## src/rtl/kcs_tx.sv

```systemverilog
// -----------------------------------------------------------------------------
// kcs_tx : Kansas City Standard (CUTS, 300 baud) cassette encoder
//
// Takes bytes over a valid/ready handshake and sends each one as a frame:
// 1 start bit, 8 data bits (LSB first) and STOP_BITS stop bits. Each bit slot
// is 16 ticks long, and one tick is TONE_DIV clocks. A mark (1) toggles
// cas_out on every tick, which gives 2400 Hz. A space (0) toggles cas_out on
// every odd tick index, which gives 1200 Hz.
//
// Parameters
//   TONE_DIV  : clocks per half-period of the 2400 Hz tone (2..65535)
//   STOP_BITS : stop bits per frame (1..3)
//
// Ports
//   clk       in   system clock, rising edge
//   rst_n     in   asynchronous active-low reset
//   tx_data   in   byte to send, sampled on the accept cycle only
//   tx_valid  in   producer has a byte
//   tx_ready  out  holding register is empty
//   tx_busy   out  a frame is on the wire (START, DATA or STOP)
//   cas_out   out  square-wave audio output
//
// Build option
//   KCS_TX_LEADER_EN : when defined, the tick and slot counters free-run in
//                      IDLE and cas_out carries a continuous mark tone
//                      (leader), so frames start on the slot grid. When
//                      undefined, IDLE is silent with the counters at 0, and
//                      a held byte starts its frame on the next clock.
// -----------------------------------------------------------------------------
module kcs_tx #(
   parameter int unsigned TONE_DIV  = 833,
   parameter int unsigned STOP_BITS = 2
) (
   input  logic       clk,
   input  logic       rst_n,
   input  logic [7:0] tx_data,
   input  logic       tx_valid,
   output logic       tx_ready,
   output logic       tx_busy,
   output logic       cas_out
);

   localparam int unsigned TW = (TONE_DIV > 1) ? $clog2(TONE_DIV) : 1;
   localparam logic [TW-1:0] TICK_MAX = TW'(TONE_DIV - 1);
   localparam logic [2:0]    STOP_LAST = 3'(STOP_BITS - 1);

   typedef enum logic [1:0] {
      ST_IDLE  = 2'd0,
      ST_START = 2'd1,
      ST_DATA  = 2'd2,
      ST_STOP  = 2'd3
   } state_e;

   state_e        state_q, state_d;
   logic [TW-1:0] tick_cnt_q, tick_cnt_d;
   logic [3:0]    slot_cnt_q, slot_cnt_d;
   logic [2:0]    bit_idx_q, bit_idx_d;
   logic [7:0]    shift_q, shift_d;
   logic [7:0]    hold_q, hold_d;
   logic          hold_full_q, hold_full_d;
   logic          cas_q, cas_d;
   logic          busy_q, busy_d;
   logic          ready_q, ready_d;

   logic          tick_s;
   logic          slot_end_s;
   logic          accept_s;
   logic          idle_load_s;
   logic          load_s;
   logic          bit_s;
   logic          toggle_s;

   assign tick_s     = (tick_cnt_q == TICK_MAX);
   assign slot_end_s = tick_s && (slot_cnt_q == 4'd15);
   assign accept_s   = tx_valid && ready_q;

`ifdef KCS_TX_LEADER_EN
   // With the leader running, a held byte waits for the next slot boundary.
   assign idle_load_s = slot_end_s && hold_full_q;
`else
   // Silent IDLE has no slot grid, so a held byte starts on the next clock.
   assign idle_load_s = hold_full_q;
`endif

   // Frame sequencing: state, bit index and shift register next state.
   always_comb begin
      state_d   = state_q;
      bit_idx_d = bit_idx_q;
      shift_d   = shift_q;
      load_s    = 1'b0;
      case (state_q)
         ST_IDLE: begin
            if (idle_load_s) begin
               state_d   = ST_START;
               bit_idx_d = 3'd0;
               load_s    = 1'b1;
            end else begin
               state_d = ST_IDLE;
            end
         end
         ST_START: begin
            if (slot_end_s) begin
               state_d   = ST_DATA;
               bit_idx_d = 3'd0;
            end else begin
               state_d = ST_START;
            end
         end
         ST_DATA: begin
            if (slot_end_s) begin
               shift_d = {1'b0, shift_q[7:1]};
               if (bit_idx_q == 3'd7) begin
                  state_d   = ST_STOP;
                  bit_idx_d = 3'd0;
               end else begin
                  bit_idx_d = bit_idx_q + 3'd1;
               end
            end else begin
               state_d = ST_DATA;
            end
         end
         ST_STOP: begin
            if (slot_end_s) begin
               if (bit_idx_q == STOP_LAST) begin
                  bit_idx_d = 3'd0;
                  // Back-to-back frames: the next start slot follows at once.
                  if (hold_full_q) begin
                     state_d = ST_START;
                     load_s  = 1'b1;
                  end else begin
                     state_d = ST_IDLE;
                  end
               end else begin
                  bit_idx_d = bit_idx_q + 3'd1;
               end
            end else begin
               state_d = ST_STOP;
            end
         end
         default: begin
            state_d   = ST_IDLE;
            bit_idx_d = 3'd0;
         end
      endcase
      if (load_s) begin
         shift_d = hold_q;
      end else begin
         shift_d = shift_d;
      end
   end

   // Holding register: a transfer empties it and an accept refills it. If
   // both happen in one cycle, the transfer takes the old byte and the new
   // byte stays held.
   always_comb begin
      hold_d      = hold_q;
      hold_full_d = hold_full_q;
      if (load_s) begin
         hold_full_d = 1'b0;
      end else begin
         hold_full_d = hold_full_q;
      end
      if (accept_s) begin
         hold_full_d = 1'b1;
         hold_d      = tx_data;
      end else begin
         hold_d = hold_q;
      end
      ready_d = !hold_full_d;
      busy_d  = (state_d != ST_IDLE);
   end

   // Tick and slot counters; they are held at 0 in silent IDLE.
   always_comb begin
      tick_cnt_d = tick_cnt_q;
      slot_cnt_d = slot_cnt_q;
`ifdef KCS_TX_LEADER_EN
      if (tick_s) begin
`else
      if (state_q == ST_IDLE) begin
         tick_cnt_d = '0;
         slot_cnt_d = 4'd0;
      end else if (tick_s) begin
`endif
         tick_cnt_d = '0;
         slot_cnt_d = slot_cnt_q + 4'd1;
      end else begin
         tick_cnt_d = tick_cnt_q + TW'(1);
         slot_cnt_d = slot_cnt_q;
      end
   end

   // Tone: the bit on the wire selects the toggle rate, and the phase carries
   // across slot boundaries.
   always_comb begin
      bit_s = 1'b1;
      case (state_q)
         ST_IDLE:  bit_s = 1'b1;
         ST_START: bit_s = 1'b0;
         ST_DATA:  bit_s = shift_q[0];
         ST_STOP:  bit_s = 1'b1;
         default:  bit_s = 1'b1;
      endcase
      toggle_s = tick_s && (bit_s || slot_cnt_q[0]);
`ifdef KCS_TX_LEADER_EN
      cas_d = cas_q ^ toggle_s;
`else
      if ((state_q == ST_IDLE) || (state_d == ST_IDLE)) begin
         cas_d = 1'b0;
      end else begin
         cas_d = cas_q ^ toggle_s;
      end
`endif
   end

   // State and datapath registers.
   always_ff @(posedge clk or negedge rst_n) begin
      if (!rst_n) begin
         state_q     <= ST_IDLE;
         tick_cnt_q  <= '0;
         slot_cnt_q  <= 4'd0;
         bit_idx_q   <= 3'd0;
         shift_q     <= 8'h00;
         hold_q      <= 8'h00;
         hold_full_q <= 1'b0;
         cas_q       <= 1'b0;
         busy_q      <= 1'b0;
         ready_q     <= 1'b1;
      end else begin
         state_q     <= state_d;
         tick_cnt_q  <= tick_cnt_d;
         slot_cnt_q  <= slot_cnt_d;
         bit_idx_q   <= bit_idx_d;
         shift_q     <= shift_d;
         hold_q      <= hold_d;
         hold_full_q <= hold_full_d;
         cas_q       <= cas_d;
         busy_q      <= busy_d;
         ready_q     <= ready_d;
      end
   end

   assign tx_ready = ready_q;
   assign tx_busy  = busy_q;
   assign cas_out  = cas_q;

endmodule

```

## config.mk

```make
export PLATFORM = sky130hd
export DESIGN_NAME = kcs_tx
export DESIGN_NICKNAME = d
export VERILOG_FILES = /design/src/rtl/kcs_tx.sv
export SDC_FILE = /design/constraint.sdc
export NUM_CORES = 1
export LEC_CHECK = 0
export ABC_CLOCK_PERIOD_IN_PS = 4300
export CAP_MARGIN = 0
export CELL_PAD_IN_SITES_DETAIL_PLACEMENT = 0
export CELL_PAD_IN_SITES_GLOBAL_PLACEMENT = 1
export CORE_MARGIN = 3
export CORE_UTILIZATION = 50
export CTS_CLUSTER_SIZE = 25
export DETAILED_ROUTE_END_ITERATION = 7
export PLACE_DENSITY_LB_ADDON = 0.1
export SLEW_MARGIN = 20
export SYNTH_ARGS = -nofsm -noshare
export SYNTH_HDL_FRONTEND = slang
export SYNTH_SLANG_ARGS = --single-unit
export TNS_END_PERCENT = 100
```

## constraint.sdc

```tcl
create_clock -name clk -period 4.3 [get_ports clk]
set_clock_uncertainty 0.05 [all_clocks]
set_input_delay 0.86 -clock clk [delete_from_list [all_inputs] [get_ports clk]]
set_output_delay 0.86 -clock clk [all_outputs]
set_load 0.03 [all_outputs]
```

==> reports/metrics.csv, run 1 <==
stage,metric,value,unit
synth,Mapped Avg Cell Area,11.5,um^2
critical_path,Crit path arrival time,2810,ps
clock_tree,htree depth,2,
pwr,combinational share of power,6.6,%
pwr,Clk pwr share,40.1,%
timing,fmax,372,MHz
floorplan,die area,4740,um^2
detailed_routing,Post-DRT Antenna Nets,0,
clock_tree,clk_lat worst skew,290,ps
synth,Mapped Area,1980,um^2
pwr,internal power,615,uW
placed_design,Port Buffers,13,
pwr,pwr/cell area,342,nW/um^2
synth,dominant cells by area after synthesis,"dfrtp_1, mux2_2, ha_1, nor2_1, xor2_1",
clock_tree,setup bufs post-CTS,0,
pwr,peak supply drop,0.228,mV
global_routing,antenna violations before repair,0,
global_routing,total gr overflow,0,
timing,setup TNS,0,ps
synth,async set or reset register ratio after synthesis,100,%
global_routing,all-layer global routing usage,16.7,%
critical_path,Critical Path RT,4420,ps
detailed_routing,post-DR wirelength/cell,13.5,um
critical_path,startpoint class of the critical path,flip-flop,
floorplan,height of the die,68.9,um
synth,Synth Instances,172,
floorplan,area of the core,3740,um^2
clock_tree,CTS Root Cell,clkbuf_8,
flow_run,maxcap violations,0,
critical_path,flop2flop setup slack,1610,ps
detailed_routing,# DRC,0,
synth,top-area cell type share of the netlist area,48.1,%
floorplan,Initial Util,52.8,%
detailed_routing,DR vias,1258,
synth,post-synthesis cell type with the largest combined area,dfrtp_1,
detailed_routing,initial drt markers,51,
global_routing,vias in the first global route,1272,
timing,setup violators final,0,
pwr,Sw Share,20.5,%
synth,Synth Register Bits,39,
critical_path,critical path peak fanout,8,
synth,"Top FF cell, synth",dfrtp_1,
clock_tree,Clock Sinks,39,
global_routing,largest net degree at the start of global routing,40,
clock_tree,CTS resizes,0,
placed_design,GPL Wtd Cong,0.795,
detailed_routing,Post-Route WL,3210,um
pwr,switching power,158,uW
detailed_routing,Vias/cell,5.29,
timing,period utilization,62.6,%
outcome,status,"finished, final reports clean",
final_layout,"non-filler cells, final",238,
clock_tree,total CTS buffers,5,
critical_path,critical-path cell list,inv_1 -> ha_1 -> or3b_2 -> nor3_4 -> or3b_1 -> mux2_2 -> mux2_2,
floorplan,floorplan row count,22,
detailed_routing,First-pass DRT Iterations,4,
final_layout,# nets final,211,
final_layout,Antenna diodes,0,
critical_path,Crit Path Category,flip-flop to flip-flop,
synth,top post-synthesis cells by count,"dfrtp_1, mux2_2, nor2_1",
pwr,Power Total,774,uW
clock_tree,Post-CTS Hold Fix Bufs,0,
synth,syn nets,194,
timing,Slew headroom,43.8,%
timing,"Hold Violations, Final",0,
placed_design,hpwl dp,2360,um
timing,Worst-Margin Slew,843,ps
timing,fin crit period,2690,ps
synth,yosys warns,0,
floorplan,IO Pins,14,
critical_path,CP bufs+invs,1,
critical_path,slowest cell delay on critical path,540,ps
worst_hold_path,worst hold path class,flip-flop to flip-flop,
synth,sequential area share after synthesis,49.5,%
pwr,Seq pwr share,53.3,%
clock_tree,"Clk pin slew, worst setup/hold paths",70,ps
pwr,P_leak,0.00105,uW
timing,RSZ-0062 raised after global routing,no,
critical_path,Crit-path slowest cell,or3b_1,
critical_path,"delay-heaviest family, CP",simple AND/OR/NAND/NOR gates,
critical_path,most used cell along the critical path,mux2_2,
synth,"count leader, synth",dfrtp_1,
synth,post-synth cell types,34,
floorplan,DIE WIDTH,68.9,um
synth,"EDFF count, synth",0,
clock_tree,CTS tree,built,
timing,max-slew violations,0,
placed_design,Post-Place Cells,230,
critical_path,crit end category,flip-flop,
clock_tree,CTS Buffer Depth,2,
final_layout,layout cells sized above 1,20.5,%
global_routing,first-pass GRT wire length,5780,um
final_layout,area grow syn2layout,14.4,%
## area by class of cell
| type | count | area (um^2) |
|---|---|---|
| timing repair buffer | 13 | 125 |
| sequential | 39 | 977 |
| inverter | 10 | 37.5 |
| clock buffer | 6 | 82.6 |
| fill | 329 | 1480 |
| clock inverter | 2 | 35.0 |
| tap | 48 | 60.1 |
| multi-input combinational | 120 | 942 |
## routing by layer
metal	GRT usage, %	wire (um)	part of all wire [%]
met3	5.35	104	3.2
met4	5.84	25	0.78
met5	0	0	0
met2	26.3	1590	50
met1	21.7	1490	46
## sequential cells by signal, indices dropped and copies added (netlist names), 2 cells and up
name / count
shift_q: 8
tick_cnt_q: 10
bit_idx_q: 3
state_q: 2
hold_q: 8
slot_cnt_q: 4
## metrics by stage
stage	hold WS, ps	cell area, um^2	utilization [%]	setup slack [ps]
global placement	414	2140	57.2	1670
detailed placement	437	2140	57.2	1590
CTS	448	2260	60.4	1590
finish	439	2260	60.4	1610
floorplan	404	1980	-	1790
global route	463	2260	60.4	1450
## power groups by stage
stage	clock, uW	combinational (uW)	sequential, uW
floorplan	0	29.5	414
global placement	0	50.1	418
detailed placement	0	52.6	419
CTS	323	52.5	412
global route	340	57.8	417
finish	311	50.9	412
## kinds of logic (layout without fill, tap and decap cells)
logic type	after synthesis	count (layout)	share of synthesized area [%]
compound gates	17	17	6.08
xor+xnor	12	12	5.32
fa+ha+maj	11	11	6.97
buf+inv	13	31	2.85
flops	39	39	49.5
mux	25	25	14.1
simple gates	55	55	15.3
## worst paths after layout
check | startpoint | endpoint | cells past startpoint
max | tick_cnt_q[0] | shift_q[0] | 7
min | tick_cnt_q[0] | tick_cnt_q[0] | 1
max reg2reg | tick_cnt_q[0] | shift_q[0] | 7
min reg2reg | tick_cnt_q[0] | tick_cnt_q[0] | 1
max in group asynchronous | rst_n | tick_cnt_q[0] | 1
min in group asynchronous | rst_n | slot_cnt_q[0] | 1
## cell usage in the layout (no fill, tap or decap), types with 3 or more instances in the layout
cell type        Yosys  final
dfrtp_1             38     38
mux2_2              22     22
nor2_1              21     21
clkdlybuf4s50_1      0     12
nand2_1             11     11
ha_1                11     11
inv_1               10     10
xor2_1               8      8
clkbuf_8             0      6
nor3_1               5      5
xnor2_1              4      4
nand3_1              3      3
nand4_1              3      3
o21a_1               3      3
mux2i_1              3      3
Power figures use the tool's default switching activity.
==> run 2, diff against run 1 <==
--- a/config.mk
+++ b/config.mk
@@ -5,12 +5,12 @@
 export SDC_FILE = /design/constraint.sdc
 export NUM_CORES = 1
 export LEC_CHECK = 0
-export ABC_CLOCK_PERIOD_IN_PS = 4300
+export ABC_CLOCK_PERIOD_IN_PS = 2700
 export CAP_MARGIN = 0
 export CELL_PAD_IN_SITES_DETAIL_PLACEMENT = 0
 export CELL_PAD_IN_SITES_GLOBAL_PLACEMENT = 1
 export CORE_MARGIN = 3
-export CORE_UTILIZATION = 50
+export CORE_UTILIZATION = 46
 export CTS_CLUSTER_SIZE = 25
 export DETAILED_ROUTE_END_ITERATION = 7
 export PLACE_DENSITY_LB_ADDON = 0.1
==> constraint.sdc (replaced) <==
create_clock -name clk -period 2.7 [get_ports clk]
set_clock_uncertainty 0.05 [all_clocks]
set_input_delay 0.54 -clock clk [delete_from_list [all_inputs] [get_ports clk]]
set_output_delay 0.54 -clock clk [all_outputs]
set_load 0.03 [all_outputs]
==> run 2 against run 1 <==
Effect of this change:
- hold slack lost 140 ps
- cell count increased by 2.1%
- via count up 2.5%
- count of clock-buffer cells in the layout unchanged
- first-iteration DRC count increased by 22%
- global-route usage down 1.4 points
- sequential share of layout area shrank 0.47 points
- routed wire length rose by 3.8%
- non-clock buffer count rose by 3
- die area grew 7.9%
- fmax grew 5.8%
- clock power increased by 59%
==> reports/metrics.csv, run 2 (synthesis results as in run 1) <==
stage,metric,value,unit
clock_tree,CTS Root Cell,clkbuf_8,
pwr,pwr/cell area,539,nW/um^2
global_routing,total gr overflow,0,
pwr,P_leak,0.00107,uW
floorplan,floorplan row count,23,
final_layout,area grow syn2layout,15.6,%
floorplan,height of the die,71.5,um
critical_path,Critical Path RT,2830,ps
timing,"Hold Violations, Final",0,
floorplan,die area,5120,um^2
global_routing,vias in the first global route,1359,
timing,fin crit period,2540,ps
timing,max-slew violations,0,
clock_tree,Clock Sinks,39,
final_layout,number of fillers in the final layout,352,
global_routing,all-layer global routing usage,15.3,%
clock_tree,CTS resizes,0,
final_layout,Antenna diodes,0,
clock_tree,clk_lat worst skew,290,ps
pwr,switching power,251,uW
placed_design,Port Buffers,13,
critical_path,flop2flop setup slack,160,ps
pwr,Clk pwr share,40.2,%
detailed_routing,# DRC,0,
detailed_routing,First-pass DRT Iterations,4,
pwr,peak supply drop,0.471,mV
pwr,Sw Share,20.4,%
detailed_routing,Post-Route WL,3330,um
floorplan,IO Pins,14,
detailed_routing,Vias/cell,5.30,
clock_tree,Post-CTS Hold Fix Bufs,0,
pwr,combinational share of power,6.7,%
final_layout,largest reg by FF count,tick_cnt_q,
final_layout,post-layout util,56.3,%
critical_path,crit end category,flip-flop,
flow_run,maxcap violations,0,
timing,fmax,393,MHz
pwr,internal power,980,uW
timing,Worst-Margin Slew,847,ps
pwr,Seq pwr share,53.1,%
final_layout,Top Registers,"tick_cnt_q x10, hold_q x8, shift_q x8",
worst_hold_path,worst hold path class,input port to asynchronous set/reset pin,
placed_design,hpwl dp,2430,um
clock_tree,htree depth,2,
clock_tree,"Clk pin slew, worst setup/hold paths",80,ps
final_layout,# nets final,214,
global_routing,antenna violations before repair,0,
final_layout,"most common cell after layout, fill and taps aside",dfrtp_1,
detailed_routing,Post-DRT Antenna Nets,0,
clock_tree,setup bufs post-CTS,0,
timing,setup TNS,0,ps
clock_tree,CTS Buffer Depth,2,
detailed_routing,initial drt markers,62,
final_layout,Reg area,977,um^2
outcome,status,"finished, final reports clean",
critical_path,Crit path arrival time,2670,ps
critical_path,critical path peak fanout,8,
floorplan,DIE WIDTH,71.5,um
critical_path,Crit Path Category,flip-flop to flip-flop,
final_layout,most frequent cells in the layout,"dfrtp_1, mux2_2, nor2_1",
timing,Slew headroom,43.6,%
clock_tree,CTS tree,built,
timing,RSZ-0062 raised after global routing,no,
global_routing,first-pass GRT wire length,6070,um
floorplan,area of the core,4060,um^2
timing,setup violators final,0,
global_routing,largest net degree at the start of global routing,40,
detailed_routing,DR vias,1289,
clock_tree,total CTS buffers,5,
placed_design,GPL Wtd Cong,0.732,
critical_path,startpoint class of the critical path,flip-flop,
timing,period utilization,94.2,%
final_layout,layout cells sized above 1,21.8,%
floorplan,Initial Util,48.7,%
final_layout,max reg flops,10,
final_layout,multi-input logic area,942,um^2
detailed_routing,post-DR wirelength/cell,13.7,um
[run 2: area by class of cell]
cell class	instances	area share, %
Sequential cell	39	42.8
Inverter	10	1.64
Clock buffer	6	3.61
Multi-Input combinational cell	120	41.2
Tap cell	50	2.74
Clock inverter	2	1.53
Timing Repair Buffer	16	6.46
[run 2: power groups by stage]
stage	combinational [uW]	clock (uW)	sequential, uW
after floorplan	47.0	0	659
after global placement	80.5	0	665
after detailed placement	84.2	0	666
after CTS	84.9	517	654
after global routing	92.7	550	660
final	82.0	495	654
[run 2: metrics by stage]
step / total power [uW] / hold WS [ps] / instance area [um^2] / cells / worst slack (ps)
floorplan: 707 / 194 / 1980 / 172 / 188
global placement: 745 / 420 / 2170 / 235 / 208
detailed placement: 750 / 439 / 2170 / 235 / 138
CTS: 1260 / 329 / 2280 / 243 / 130
global route: 1300 / 367 / 2280 / 243 / 37.9
finish: 1230 / 297 / 2280 / 243 / 155
[run 2: worst max-delay path, stage by stage, from the launching register on]
cell and delay [ps]:
dfrtp_1 410, inv_1 90, ha_1 140, or3b_2 500
nor3_4 140, or3b_1 520, mux2_2 330, mux2_2 260
[run 2: path summary, 6_finish.rpt]
kind                                from             to  cells past startpoint
setup / recovery           tick_cnt_q[0]     shift_q[3]                      7
hold / removal                     rst_n   bit_idx_q[0]                      1
setup reg to reg           tick_cnt_q[0]     shift_q[3]                      7
hold reg to reg            tick_cnt_q[0]  tick_cnt_q[0]                      1
max in group asynchronous          rst_n  tick_cnt_q[5]                      1
min in group clk           tick_cnt_q[0]  tick_cnt_q[0]                      1
[run 2: metal layers]
| layer | vias up | GRT usage (%) | part of all wire (%) | wire length [um] |
|---|---|---|---|---|
| li1 | 625 | - | - | - |
| met4 | 0 | 7.93 | 2.3 | 76 |
| met2 | 20 | 25.9 | 50 | 1670 |
| met3 | 7 | 3.93 | 3.6 | 120 |
| met1 | 637 | 17.9 | 44 | 1470 |
| met5 | - | 0 | 0 | 0 |
==> run 3, diff against run 2 <==
--- a/config.mk
+++ b/config.mk
@@ -7,7 +7,7 @@
 export LEC_CHECK = 0
 export ABC_CLOCK_PERIOD_IN_PS = 2700
 export CAP_MARGIN = 0
-export CELL_PAD_IN_SITES_DETAIL_PLACEMENT = 0
+export CELL_PAD_IN_SITES_DETAIL_PLACEMENT = 1
 export CELL_PAD_IN_SITES_GLOBAL_PLACEMENT = 1
 export CORE_MARGIN = 3
 export CORE_UTILIZATION = 46
==> run 3 against run 2 <==
Effect of this change:
- global-route usage grew 2.4 points
- sequential cell count is the same
- first-iteration DRC count shrank 32%
- fmax grew 2.2%
- register-to-register slack gained 50 ps
- utilization shrank 0.37 points
- critical path depth is the same
- sequential power is essentially flat
- highest routed layer unchanged
==> reports/metrics.csv, run 3 (synthesis results as in run 1) <==
stage,metric,value,unit
floorplan,DIE WIDTH,71.5,um
pwr,Power Total,1170,uW
final_layout,Antenna diodes,0,
clock_tree,Clock Sinks,39,
global_routing,total gr overflow,0,
timing,Worst-Margin Slew,861,ps
detailed_routing,post-DR wirelength/cell,15.7,um
placed_design,GPL Wtd Cong,0.732,
detailed_routing,Post-Route WL,3820,um
timing,setup violators final,0,
critical_path,critical path peak fanout,8,
clock_tree,"Clk pin slew, worst setup/hold paths",70,ps
floorplan,die area,5120,um^2
critical_path,slowest cell delay on critical path,510,ps
placed_design,dpl ws,107,ps
global_routing,vias in the first global route,1517,
final_layout,"most common cell after layout, fill and taps aside",dfrtp_1,
flow_run,maxcap violations,0,
clock_tree,total CTS buffers,5,
floorplan,floorplan row count,23,
detailed_routing,DR vias,1320,
timing,Slew headroom,42.6,%
pwr,P_leak,0.00106,uW
worst_hold_path,worst hold path class,input port to asynchronous set/reset pin,
critical_path,Crit-path slowest cell,or3b_2,
global_routing,antenna violations before repair,0,
final_layout,layout cells sized above 1,21.8,%
critical_path,startpoint class of the critical path,flip-flop,
timing,setup TNS,0,ps
placed_design,Port Buffers,13,
detailed_routing,Post-DRT Antenna Nets,0,
critical_path,Crit Path Category,flip-flop to flip-flop,
clock_tree,htree depth,2,
timing,max-slew violations,0,
floorplan,Initial Util,48.7,%
global_routing,first-pass GRT wire length,7020,um
global_routing,largest net degree at the start of global routing,40,
clock_tree,CTS tree,built,
clock_tree,CTS Buffer Depth,2,
final_layout,"non-filler cells, final",243,
floorplan,area of the core,4060,um^2
final_layout,# nets final,214,
timing,final setup margin,209,ps
floorplan,IO Pins,14,
timing,"Hold Violations, Final",0,
timing,fin crit period,2490,ps
critical_path,Critical Path RT,2830,ps
detailed_routing,initial drt markers,42,
placed_design,Post-Place Cells,235,
final_layout,largest reg by FF count,tick_cnt_q,
detailed_routing,Vias/cell,5.43,
floorplan,height of the die,71.5,um
critical_path,Crit path arrival time,2620,ps
pwr,pwr/cell area,514,nW/um^2
final_layout,max reg flops,10,
clock_tree,clk_lat worst skew,290,ps
global_routing,all-layer global routing usage,17.8,%
critical_path,critical-path cell list,inv_1 -> ha_1 -> or3b_2 -> nor3_4 -> or3b_4 -> mux2_2 -> mux2_2,
timing,RSZ-0062 raised after global routing,no,
critical_path,flop2flop setup slack,210,ps
timing,period utilization,92.2,%
final_layout,Top Registers,"tick_cnt_q x10, hold_q x8, shift_q x8",
pwr,peak supply drop,0.390,mV
outcome,status,"finished, final reports clean",
final_layout,most frequent cells in the layout,"dfrtp_1, mux2_2, nor2_1",
final_layout,area grow syn2layout,14.9,%
detailed_routing,# DRC,0,
critical_path,crit end category,flip-flop,
timing,fmax,401,MHz
detailed_routing,First-pass DRT Iterations,3,
clock_tree,CTS Root Cell,clkbuf_8,
placed_design,hpwl dp,2870,um
critical_path,most used cell along the critical path,mux2_2,
run 3: cell count changes in the layout (fill, tap and decap cells not counted), sizes merged:
cell / delta
clkinv: -1
clkbuf: +2
bufinv: -1
run 3: layout make-up:
cell class | count | area [um^2]
fill | 440 | 1790
tap | 50 | 62.6
multi-input combinational | 120 | 945
inverter | 10 | 37.5
sequential | 39 | 977
clock buffer | 8 | 100
timing repair buffer | 16 | 148
run 3: layer usage:
layer	track usage, %	routed length [um]	vias to the layer above	part of all wire (%)
li1	-	-	628	-
met1	20.8	1630	673	43
met2	31.3	2020	13	53
met3	4.21	106	6	2.8
met4	6.89	64	0	1.7
met5	0	0	-	0
run 3: stage by stage:
stage,hold slack [ps],utilization (%),area [um^2]
floorplan,194,-,1980
global placement,420,53.4,2170
detailed placement,443,53.4,2170
CTS,337,55.9,2270
global route,378,55.9,2270
finish,300,55.9,2270
run 3: worst paths after layout:
kind	to	from	cells past startpoint
max in group asynchronous	hold_q[2]	rst_n	1
min	bit_idx_q[1]	rst_n	1
max	shift_q[6]	tick_cnt_q[0]	7
min reg2reg	hold_q[6]	hold_q[6]	1
max reg2reg	shift_q[6]	tick_cnt_q[0]	7
min in group clk	hold_q[6]	hold_q[6]	1
run 3: timing repair:
| item | CTS | global route |
|---|---|---|
| setup endpoints to repair | 0 | 7 |
| resized for setup | 0 | 1 |
| hold buffers | 0 | 0 |
| buffers inserted | 0 | 0 |
run 3: worst max-delay path, delay by kind of cell, from the launching register on:
family                   cells  cell delay (ps)
AND/OR/NAND/NOR              3             1110
buffers and inverters        1              100
adder cells (fa/ha/maj)      1              140
multiplexers                 2              560
flip-flops                   1              420
run 3: power breakdown:
part / switching, uW / internal, uW
Clock: 195 / 233
Sequential: 23.4 / 631
Combinational: 34.1 / 49.6
